**config.mk**
```make
export PLATFORM = sky130hd
export DESIGN_NAME = fifo_thresh
export DESIGN_NICKNAME = d
export VERILOG_FILES = /design/src/rtl/fifo_pkg.sv /design/src/rtl/fifo_ram.sv /design/src/rtl/fifo_thresh.sv
export SDC_FILE = /design/constraint.sdc
export NUM_CORES = 1
export LEC_CHECK = 0
export ABC_CLOCK_PERIOD_IN_PS = 2700
export CAP_MARGIN = 25
export CORE_MARGIN = 2
export CORE_UTILIZATION = 53
export DETAILED_ROUTE_END_ITERATION = 7
export MAX_ROUTING_LAYER = met4
export PLACE_DENSITY_LB_ADDON = 0.25
export SLEW_MARGIN = 10
export SYNTH_ARGS = -nofsm -noshare
export SYNTH_HDL_FRONTEND = slang
export SYNTH_SLANG_ARGS = --single-unit
```
**constraint.sdc**
```tcl
create_clock -name clk -period 2.7 [get_ports clk]
set_input_delay 0.27 -clock clk [delete_from_list [all_inputs] [get_ports clk]]
set_output_delay 0.27 -clock clk [all_outputs]
set_load 0.005 [all_outputs]
```
**src/rtl/fifo_pkg.sv**
```systemverilog
// Shared types and elaboration helpers for the fifo_thresh FIFO family.
package fifo_pkg;

    typedef enum logic {
        EMPTY = 1'b0,
        VALID = 1'b1
    } fwft_state_t;

    // Pointer and count width: address bits plus one wrap bit.
    function automatic int ptr_w(input int depth);
        return $clog2(depth) + 1;
    endfunction

    function automatic bit params_ok(input int depth, input int afull_lvl, input int aempty_lvl);
        return (depth >= 4) && ((depth & (depth - 1)) == 0)
            && (afull_lvl >= 0) && (afull_lvl <= depth)
            && (aempty_lvl >= 0) && (aempty_lvl <= depth);
    endfunction

endpackage

```
**src/rtl/fifo_ram.sv**
```systemverilog
// FIFO storage: register array with one synchronous write port and one asynchronous read port.
module fifo_ram #(
    parameter int DATA_WIDTH = 8,
    parameter int DEPTH      = 16,
    parameter int AW         = $clog2(DEPTH)
) (
    input  logic                  clk,
    input  logic                  we_i,
    input  logic [AW-1:0]         waddr_i,
    input  logic [DATA_WIDTH-1:0] wdata_i,
    input  logic [AW-1:0]         raddr_i,
    output logic [DATA_WIDTH-1:0] rdata_o
);

    logic [DATA_WIDTH-1:0] mem_q [DEPTH];

    always_ff @(posedge clk) begin
        if (we_i) begin
            mem_q[waddr_i] <= wdata_i;
        end
    end

    assign rdata_o = mem_q[raddr_i];

endmodule

```
**src/rtl/fifo_thresh.sv**
```systemverilog
// Synchronous FIFO with fill level, threshold flags, sticky error flags and an
// optional first-word-fall-through output stage.
module fifo_thresh
    import fifo_pkg::*;
#(
    parameter int DATA_WIDTH = 8,
    parameter int DEPTH      = 16,
    parameter bit FWFT       = 1'b0,
    parameter int AFULL_LVL  = DEPTH - 2,
    parameter int AEMPTY_LVL = 2
) (
    input  logic                      clk,
    input  logic                      reset,
    input  logic                      clk_en,
    input  logic                      r_en,
    input  logic                      w_en,
    input  logic [DATA_WIDTH-1:0]     w_data,
    output logic [DATA_WIDTH-1:0]     r_data,
    output logic                      r_empty,
    output logic                      w_full,
    output logic                      almost_full,
    output logic                      almost_empty,
    output logic [ptr_w(DEPTH)-1:0]   count,
    output logic                      overflow,
    output logic                      underflow,
    input  logic                      clear_err,
    output logic                      fwft_state_o
);

    localparam int PW = ptr_w(DEPTH);
    localparam int AW = PW - 1;
    localparam logic [PW-1:0] DEPTH_C  = PW'(DEPTH);
    localparam logic [PW-1:0] AFULL_C  = PW'(AFULL_LVL);
    localparam logic [PW-1:0] AEMPTY_C = PW'(AEMPTY_LVL);

    if (!params_ok(DEPTH, AFULL_LVL, AEMPTY_LVL)) begin : g_bad_params
        $error("fifo_thresh: DEPTH must be a power of two >= 4 and thresholds within 0..DEPTH");
    end

    logic [PW-1:0]         wr_ptr_q, wr_ptr_d, rd_ptr_q, rd_ptr_d;
    logic [PW-1:0]         count_q, count_d, mem_cnt;
    logic [DATA_WIDTH-1:0] r_data_q, r_data_d, ram_rdata;
    logic                  r_empty_q, r_empty_d, full_q, full_d;
    logic                  afull_q, afull_d, aempty_q, aempty_d;
    logic                  ovf_q, ovf_d, unf_q, unf_d;
    logic                  wr_acc, rd_acc, pop;
    fwft_state_t           state_q, state_d;

    fifo_ram #(
        .DATA_WIDTH (DATA_WIDTH),
        .DEPTH      (DEPTH),
        .AW         (AW)
    ) u_ram (
        .clk     (clk),
        .we_i    (wr_acc),
        .waddr_i (wr_ptr_q[AW-1:0]),
        .wdata_i (w_data),
        .raddr_i (rd_ptr_q[AW-1:0]),
        .rdata_o (ram_rdata)
    );

    // Handshake: on an edge with clk_en high, a push is taken when w_en is high
    // and the FIFO is not full (or a pop frees a slot on the same edge); a pop is
    // taken when r_en is high and r_empty is low. Any other request is dropped
    // and recorded in the sticky overflow/underflow flags.
    always_comb begin
        rd_acc   = clk_en & r_en & ~r_empty_q;
        wr_acc   = clk_en & w_en & (~full_q | rd_acc);
        mem_cnt  = wr_ptr_q - rd_ptr_q;
        state_d  = state_q;
        r_data_d = r_data_q;
        pop      = 1'b0;

        if (FWFT) begin
            // The output stage pulls from storage; pop moves rd_ptr, not the user read.
            if (clk_en) begin
                case (state_q)
                    EMPTY: begin
                        if (mem_cnt != '0) begin
                            pop     = 1'b1;
                            state_d = VALID;
                        end
                    end
                    VALID: begin
                        if (rd_acc) begin
                            if (mem_cnt != '0) begin
                                pop = 1'b1;
                            end else begin
                                state_d = EMPTY;
                            end
                        end
                    end
                    default: state_d = EMPTY;
                endcase
            end
            if (pop) begin
                r_data_d = ram_rdata;
            end
        end else begin
            pop = rd_acc;
            if (rd_acc) begin
                r_data_d = ram_rdata;
            end
        end

        wr_ptr_d  = wr_ptr_q + PW'(wr_acc);
        rd_ptr_d  = rd_ptr_q + PW'(pop);
        count_d   = count_q + PW'(wr_acc) - PW'(rd_acc);
        full_d    = (count_d == DEPTH_C);
        afull_d   = (count_d >= AFULL_C);
        aempty_d  = (count_d <= AEMPTY_C);
        r_empty_d = FWFT ? (state_d == EMPTY) : (count_d == '0);

        if (clk_en & clear_err) begin
            ovf_d = 1'b0;
            unf_d = 1'b0;
        end else begin
            ovf_d = ovf_q | (clk_en & w_en & full_q & ~rd_acc);
            unf_d = unf_q | (clk_en & r_en & r_empty_q);
        end
    end

    always_ff @(posedge clk or negedge reset) begin
        if (!reset) begin
            wr_ptr_q  <= '0;
            rd_ptr_q  <= '0;
            count_q   <= '0;
            r_data_q  <= '0;
            r_empty_q <= 1'b1;
            full_q    <= 1'b0;
            afull_q   <= 1'b0;
            aempty_q  <= 1'b1;
            ovf_q     <= 1'b0;
            unf_q     <= 1'b0;
            state_q   <= EMPTY;
        end else begin
            wr_ptr_q  <= wr_ptr_d;
            rd_ptr_q  <= rd_ptr_d;
            count_q   <= count_d;
            r_data_q  <= r_data_d;
            r_empty_q <= r_empty_d;
            full_q    <= full_d;
            afull_q   <= afull_d;
            aempty_q  <= aempty_d;
            ovf_q     <= ovf_d;
            unf_q     <= unf_d;
            state_q   <= state_d;
        end
    end

    assign r_data       = r_data_q;
    assign r_empty      = r_empty_q;
    assign w_full       = full_q;
    assign almost_full  = afull_q;
    assign almost_empty = aempty_q;
    assign count        = count_q;
    assign overflow     = ovf_q;
    assign underflow    = unf_q;
    assign fwft_state_o = (state_q == VALID);

endmodule

```
# [Word level (Yosys, flattened, before mapping)]
# Memory sizes are Yosys's and may differ from the RTL's. A register that Yosys moved wholly into a read port is not among the register bits.
# Index checks and enable logic that the tools add are counted.
[word_totals] reg_bits=21 ramBits=128 output_inout_bits=20 elab_cells=37 memories=1
[mem_list] name="u_ram.mem_q" depth=16 word_bits=8 read_ports=1 rd_clocked_by_memory_dff=1 wr=1 line_no="fifo_ram.sv:15" text="logic [DATA_WIDTH-1:0] mem_q [DEPTH];"
[classes] add_sub_neg=4 n_lt_le_gt_ge=2 eq_ne=1 muxes=4 n_bitwise=14 n_reduce_logical=2
[ops] op="$add 5x1->5" n=3
[ops] op="$and 1x1->1" n=8
[ops] op="$eq 5x5->1 const B" n=1
[ops] op="$ge 5x4->1 const B" n=1
[ops] op="$le 5x2->1 const B" n=1
[ops] op="$logic_not 5->1" n=1
[ops] op="$sub 5x1->5" n=1
[ops] op="$mux 1" n=4
[ops] op="$not 1->1" n=3
[ops] op="$or 1x1->1" n=3
[ops] op="$logic_not 1->1" n=1

# [Depth between registers and ports, before layout]
[depth] ltp_word=7 mapped_depth=11 mapped_depth_nobuf=11

# [By module]
# A second synthesis with hierarchy kept.
[hier_totals] hier_cells=323 hier_area_um2=6139.6
[by_module_without_submodules] module="fifo_ram" n_inst=1 cells_per_inst=221 area_each_um2=4987.3
[by_module_without_submodules] module="fifo_thresh" n_inst=1 cells_per_inst=102 area_each_um2=1152.4

# [Least setup slack after synthesis]
# OpenSTA, ideal clock, no wires.
[synth_path] path_type="reg-to-reg" startpoint="register r_empty_q (netlist: r_empty)" endpoint="register aempty_q (netlist: almost_empty)" setup_ns=0.121 arrival_time_ns=2.541 slack_ns=0.037 stages_incl_launch_ff=12 path_buffers=0 period_less_slack_ns=2.663 cell_sequence="dfstp_2 nand2b_1 a21oi_1 inv_1 ha_1 inv_1 ha_1 fa_1 a21o_1 a21oi_1 xnor2_1 a2111oi_0"
[synth_via] elab_chain_len=7
[synth_rtl] element="start, declared" line_no="fifo_thresh.sv:43" text="logic r_empty_q, r_empty_d, full_q, full_d;"
[synth_rtl] element="start signal, assigned" line_no="fifo_thresh.sv:141" text="r_empty_q <= r_empty_d;"
[synth_rtl] element="$not 1->1 *" line_no="fifo_thresh.sv:67" text="rd_acc = clk_en & r_en & ~r_empty_q;"
[synth_rtl] element="$and 1x1->1 *" line_no="fifo_thresh.sv:67"
[synth_rtl] element="$or 1x1->1" line_no="fifo_thresh.sv:68" text="wr_acc = clk_en & w_en & (~full_q | rd_acc);"
[synth_rtl] element="$and 1x1->1" line_no="fifo_thresh.sv:68"
[synth_rtl] element="$add 5x1->5" line_no="fifo_thresh.sv:108" text="count_d = count_q + PW'(wr_acc) - PW'(rd_acc);"
[synth_rtl] element="$sub 5x1->5 *" line_no="fifo_thresh.sv:108"
[synth_rtl] element="net count_d[4]" line_no="fifo_thresh.sv:41" text="logic [PW-1:0] count_q, count_d, mem_cnt;"
[synth_rtl] element="$le 5x2->1 *" line_no="fifo_thresh.sv:111" text="aempty_d = (count_d <= AEMPTY_C);"
[synth_rtl] element="net aempty_d" line_no="fifo_thresh.sv:44" text="logic afull_q, afull_d, aempty_q, aempty_d;"
[synth_rtl] element="end signal, assigned" line_no="fifo_thresh.sv:144" text="aempty_q <= aempty_d;"
[synth_rtl] element="end, declared" line_no="fifo_thresh.sv:44"
# The timed path passes the listed nets; every way through them passes the cells marked *.

# [Worst setup path in the final report]
[layout_path] startpoint="register r_empty_q (netlist: r_empty)" endpoint="register afull_q (netlist: almost_full)"
[layout_via] elab_chain_len=7
[layout_rtl] element="$not 1->1 *" line_no="fifo_thresh.sv:67"
[layout_rtl] element="$and 1x1->1 *" line_no="fifo_thresh.sv:67"
[layout_rtl] element="$or 1x1->1" line_no="fifo_thresh.sv:68"
[layout_rtl] element="$and 1x1->1" line_no="fifo_thresh.sv:68"
[layout_rtl] element="$add 5x1->5" line_no="fifo_thresh.sv:108"
[layout_rtl] element="$sub 5x1->5 *" line_no="fifo_thresh.sv:108"
[layout_rtl] element="net count_d[4]" line_no="fifo_thresh.sv:41"
[layout_rtl] element="$ge 5x4->1 *" line_no="fifo_thresh.sv:110" text="afull_d = (count_d >= AFULL_C);"
[layout_rtl] element="net afull_d" line_no="fifo_thresh.sv:44"
[layout_rtl] element="end signal, assigned" line_no="fifo_thresh.sv:143" text="afull_q <= afull_d;"
[layout_rtl] element="end, declared" line_no="fifo_thresh.sv:44"
# Marked as above.

==> reports/metrics.yaml <==
final_layout:
  antennaDiodeCount: 0
  area_growth_pct: 19.64
  drive_above_1_share_pct: 24.06
  fin_util_pct: 64.74
  layout.nets: 410
  final_cells: 542
die:
  initial_core_util_pct: 54.11
  die_x_um: 112.0
  ios: 34
  die_area_mm2: 0.01254
  die_y_um: 112.0
  core_mm2: 0.01142
  row_count: 39
synthesis:
  synth_top_area_share_pct: 62.21
  synth_top_cell_by_area: "edfxtp_1"
  ys_ff_latch: 155
  synthFlopType: "edfxtp_1"
  ys_types: 43
  synth_common_cells: "edfxtp_1, dfrtp_1, mux4_2"
  async_reset_ff_share_pct: 17.42
  synth-seq-area-share_pct: 73.19
  synthesis.instances: 320
  synth_edf_count: 128
  avgSynthCellArea_um2: 19.31
  synth_warnings: 0
  synth_area_mm2: 0.006178
  yosysMostFrequentCell: "edfxtp_1"
  syn_nets: 344
  synth_area_leaders: "edfxtp_1, dfrtp_1, mux4_2"
pwr:
  peakVddDrop_mv: 1.076
  p_leak_nw: 2.606
  powerDensity_mw_per_mm2: 1064
  intPower_mw: 5.631
  swShare_pct: 28.38
  combPwrFrac_pct: 30.9
  power_frac_seq_pct: 39.9
  pwr-share-clk_pct: 29.2
  p_switching_mw: 2.232
critical_path:
  crit_arrival_ps: 2850
  path_class: "reg -> reg"
  critPathLaunchType: "register"
  cp_max_fo: 4
  crit_required_ps: 3000
  cp-end-kind: "register"
min_path:
  min_path_type: "in -> async"
clocking:
  cts.sinks: 155
  ctsLongestPathBuffers: 2
  htreeDepth: 4
  cts_tree: "done"
  holdBufCountCts: 0
  cts-buffers-inserted: 17
  post_cts_buffers: 0
  cts-root-buf: "clkbuf_16"
  clk_latency_ps: 420
  cts.reportedPaths.clkPinSlew_ps: 60
sta:
  final_hold_viol_count: 0
  slew_violations: 0
  clock_skew_ps: 4.661
  relSlewSlack_pct: 59.18
  layout_min_cycle_time_ps: 2547
  fin_crit_sh_pct: 94.35
  tightest_slew_ps: 610.3
  setup_viol: 0
  max_freq_ghz: 0.3926
  rsz0062_at_grt: "no"
drt:
  drc_errors: 0
  postRouteAntennaNets: 0
  viasPerCell: 5.723
  first_pass_iters: 4
  wl_per_cell_um: 21.73
  wl_um: 11780
  routed-via-count: 3102
  first_iter_violations: 214
grt:
  track_usage_pct: 21.58
  grt_max_degree: 36
  grt_pass1_vias: 3293
  antenna_found_initial: 0
  grt_pass1_wl_um: 18880
  grt-ovfl-total: 0
placement:
  portBuffers: 32
  placed_cells: 510
  gp_congestion: 0.7991
  dp_hpwl_um: 7478
run_status:
  status: "finished clean"
flow_run:
  cap_violations: 0
[placed cells by master, fill, tap and decap left out, types with 3 or more instances in the layout]
cell type,instances
clkinv_2,3
nand2b_1,4
o21ai_1,6
a22oi_1,7
bufinv_16,3
xnor2_1,4
o21ai_0,7
ha_1,9
mux4_2,22
clkdlybuf4s50_1,32
nand3b_1,3
clkinv_1,3
nor3_1,4
mux2_2,8
edfxtp_1,128
a21oi_1,5
nor2_1,18
clkbuf_1,5
xor2_1,3
nor3b_1,3
dfrtp_1,24
mux2i_1,4
mux4_1,8
buf_4,30
inv_1,8
clkbuf_16,17
nand3_1,3
[per-stage QoR]
step	cell area, um2	power, mW	TNS (ps)	worst slack [ps]	hold WS [ps]
3_5_place_dp	6800	5.569	-1013	-328.9	500.5
3_3_place_gp	6800	5.491	-545.3	-221.7	481.7
5_1_grt	7392	8.273	0	0.4516	253.6
6_report	7392	7.863	0	152.7	232.9
2_1_floorplan	6178	4.687	0	37.10	-25.59
4_1_cts	7373	7.892	0	39.08	225.0
[final cells by class]
type,instances,area (um2)
clock buffer,22,444.2
clock inverter,10,123.9
fill,780,4026
inverter,8,30.03
multi-input combinational,141,1526
sequential,155,4523
tap,143,178.9
timing repair buffer,63,565.5
[critical path, stage by stage (launching register included)]
cell and delay [ps]:
dfstp_2 380, nand2b_1 150, a21oi_2 160, inv_1 70, ha_1 270, inv_1 40
ha_1 200, fa_2 350, a21o_1 180, a21oi_2 170, xnor2_2 130, buf_4 150
a31o_2 200
[final timing paths]
path	from	to	slack, ps	cells past startpoint
max reg2reg	r_empty	almost_full	150	12
min in group clk	clear_err	underflow	450	2
min reg2reg	r_data[6]	r_data[6]	510	2
max in group asynchronous	reset	r_empty	2160	2
max	r_empty	almost_full	150	12
min	reset	count[4]	230	2
[power groups by stage]
stage,combinational [mW],sequential [mW],clock [mW]
after floorplan,1.59,3.09,0
final,2.43,3.14,2.29
after CTS,2.42,3.14,2.34
after global routing,2.66,3.17,2.44
after global placement,2.32,3.17,0
after detailed placement,2.39,3.18,0
[state kept, by name, indices dropped and copies added, names as in the netlist]
name	count
underflow	1
almost_full	1
wr_ptr_q	4
almost_empty	1
rd_ptr_q	4
count	5
w_full	1
r_empty	1
u_ram.mem_q	128
r_data	8
overflow	1
[logic make-up (layout without fill, tap and decap cells)]
kind of cell / count (synthesis) / count (layout) / synth area share (%)
flops: 155 / 155 / 73.19
simple gates: 43 / 43 / 3.524
mux: 42 / 42 / 13.53
compound gates: 37 / 37 / 3.827
buf+inv: 24 / 103 / 2.592
fa+ha+maj: 10 / 10 / 2.147
xor+xnor: 8 / 8 / 1.134
other cells: 1 / 1 / 0.06070
[repair_timing]
| action | 4_1_cts | 5_1_grt |
|---|---|---|
| setup endpoints to repair | 1 | 3 |
| resized for setup | 2 | 4 |
| pin swaps | 0 | 1 |
| gates cloned | 0 | 0 |
[metal layers]
layer,wire length [um],up-vias,track usage (%)
met5,0,-,-
met4,191,0,9.837
met3,673,10,5.280
met2,6111,97,33.58
met1,4803,1592,27.26
li1,-,1403,-
(Power assumes the default switching activity.)
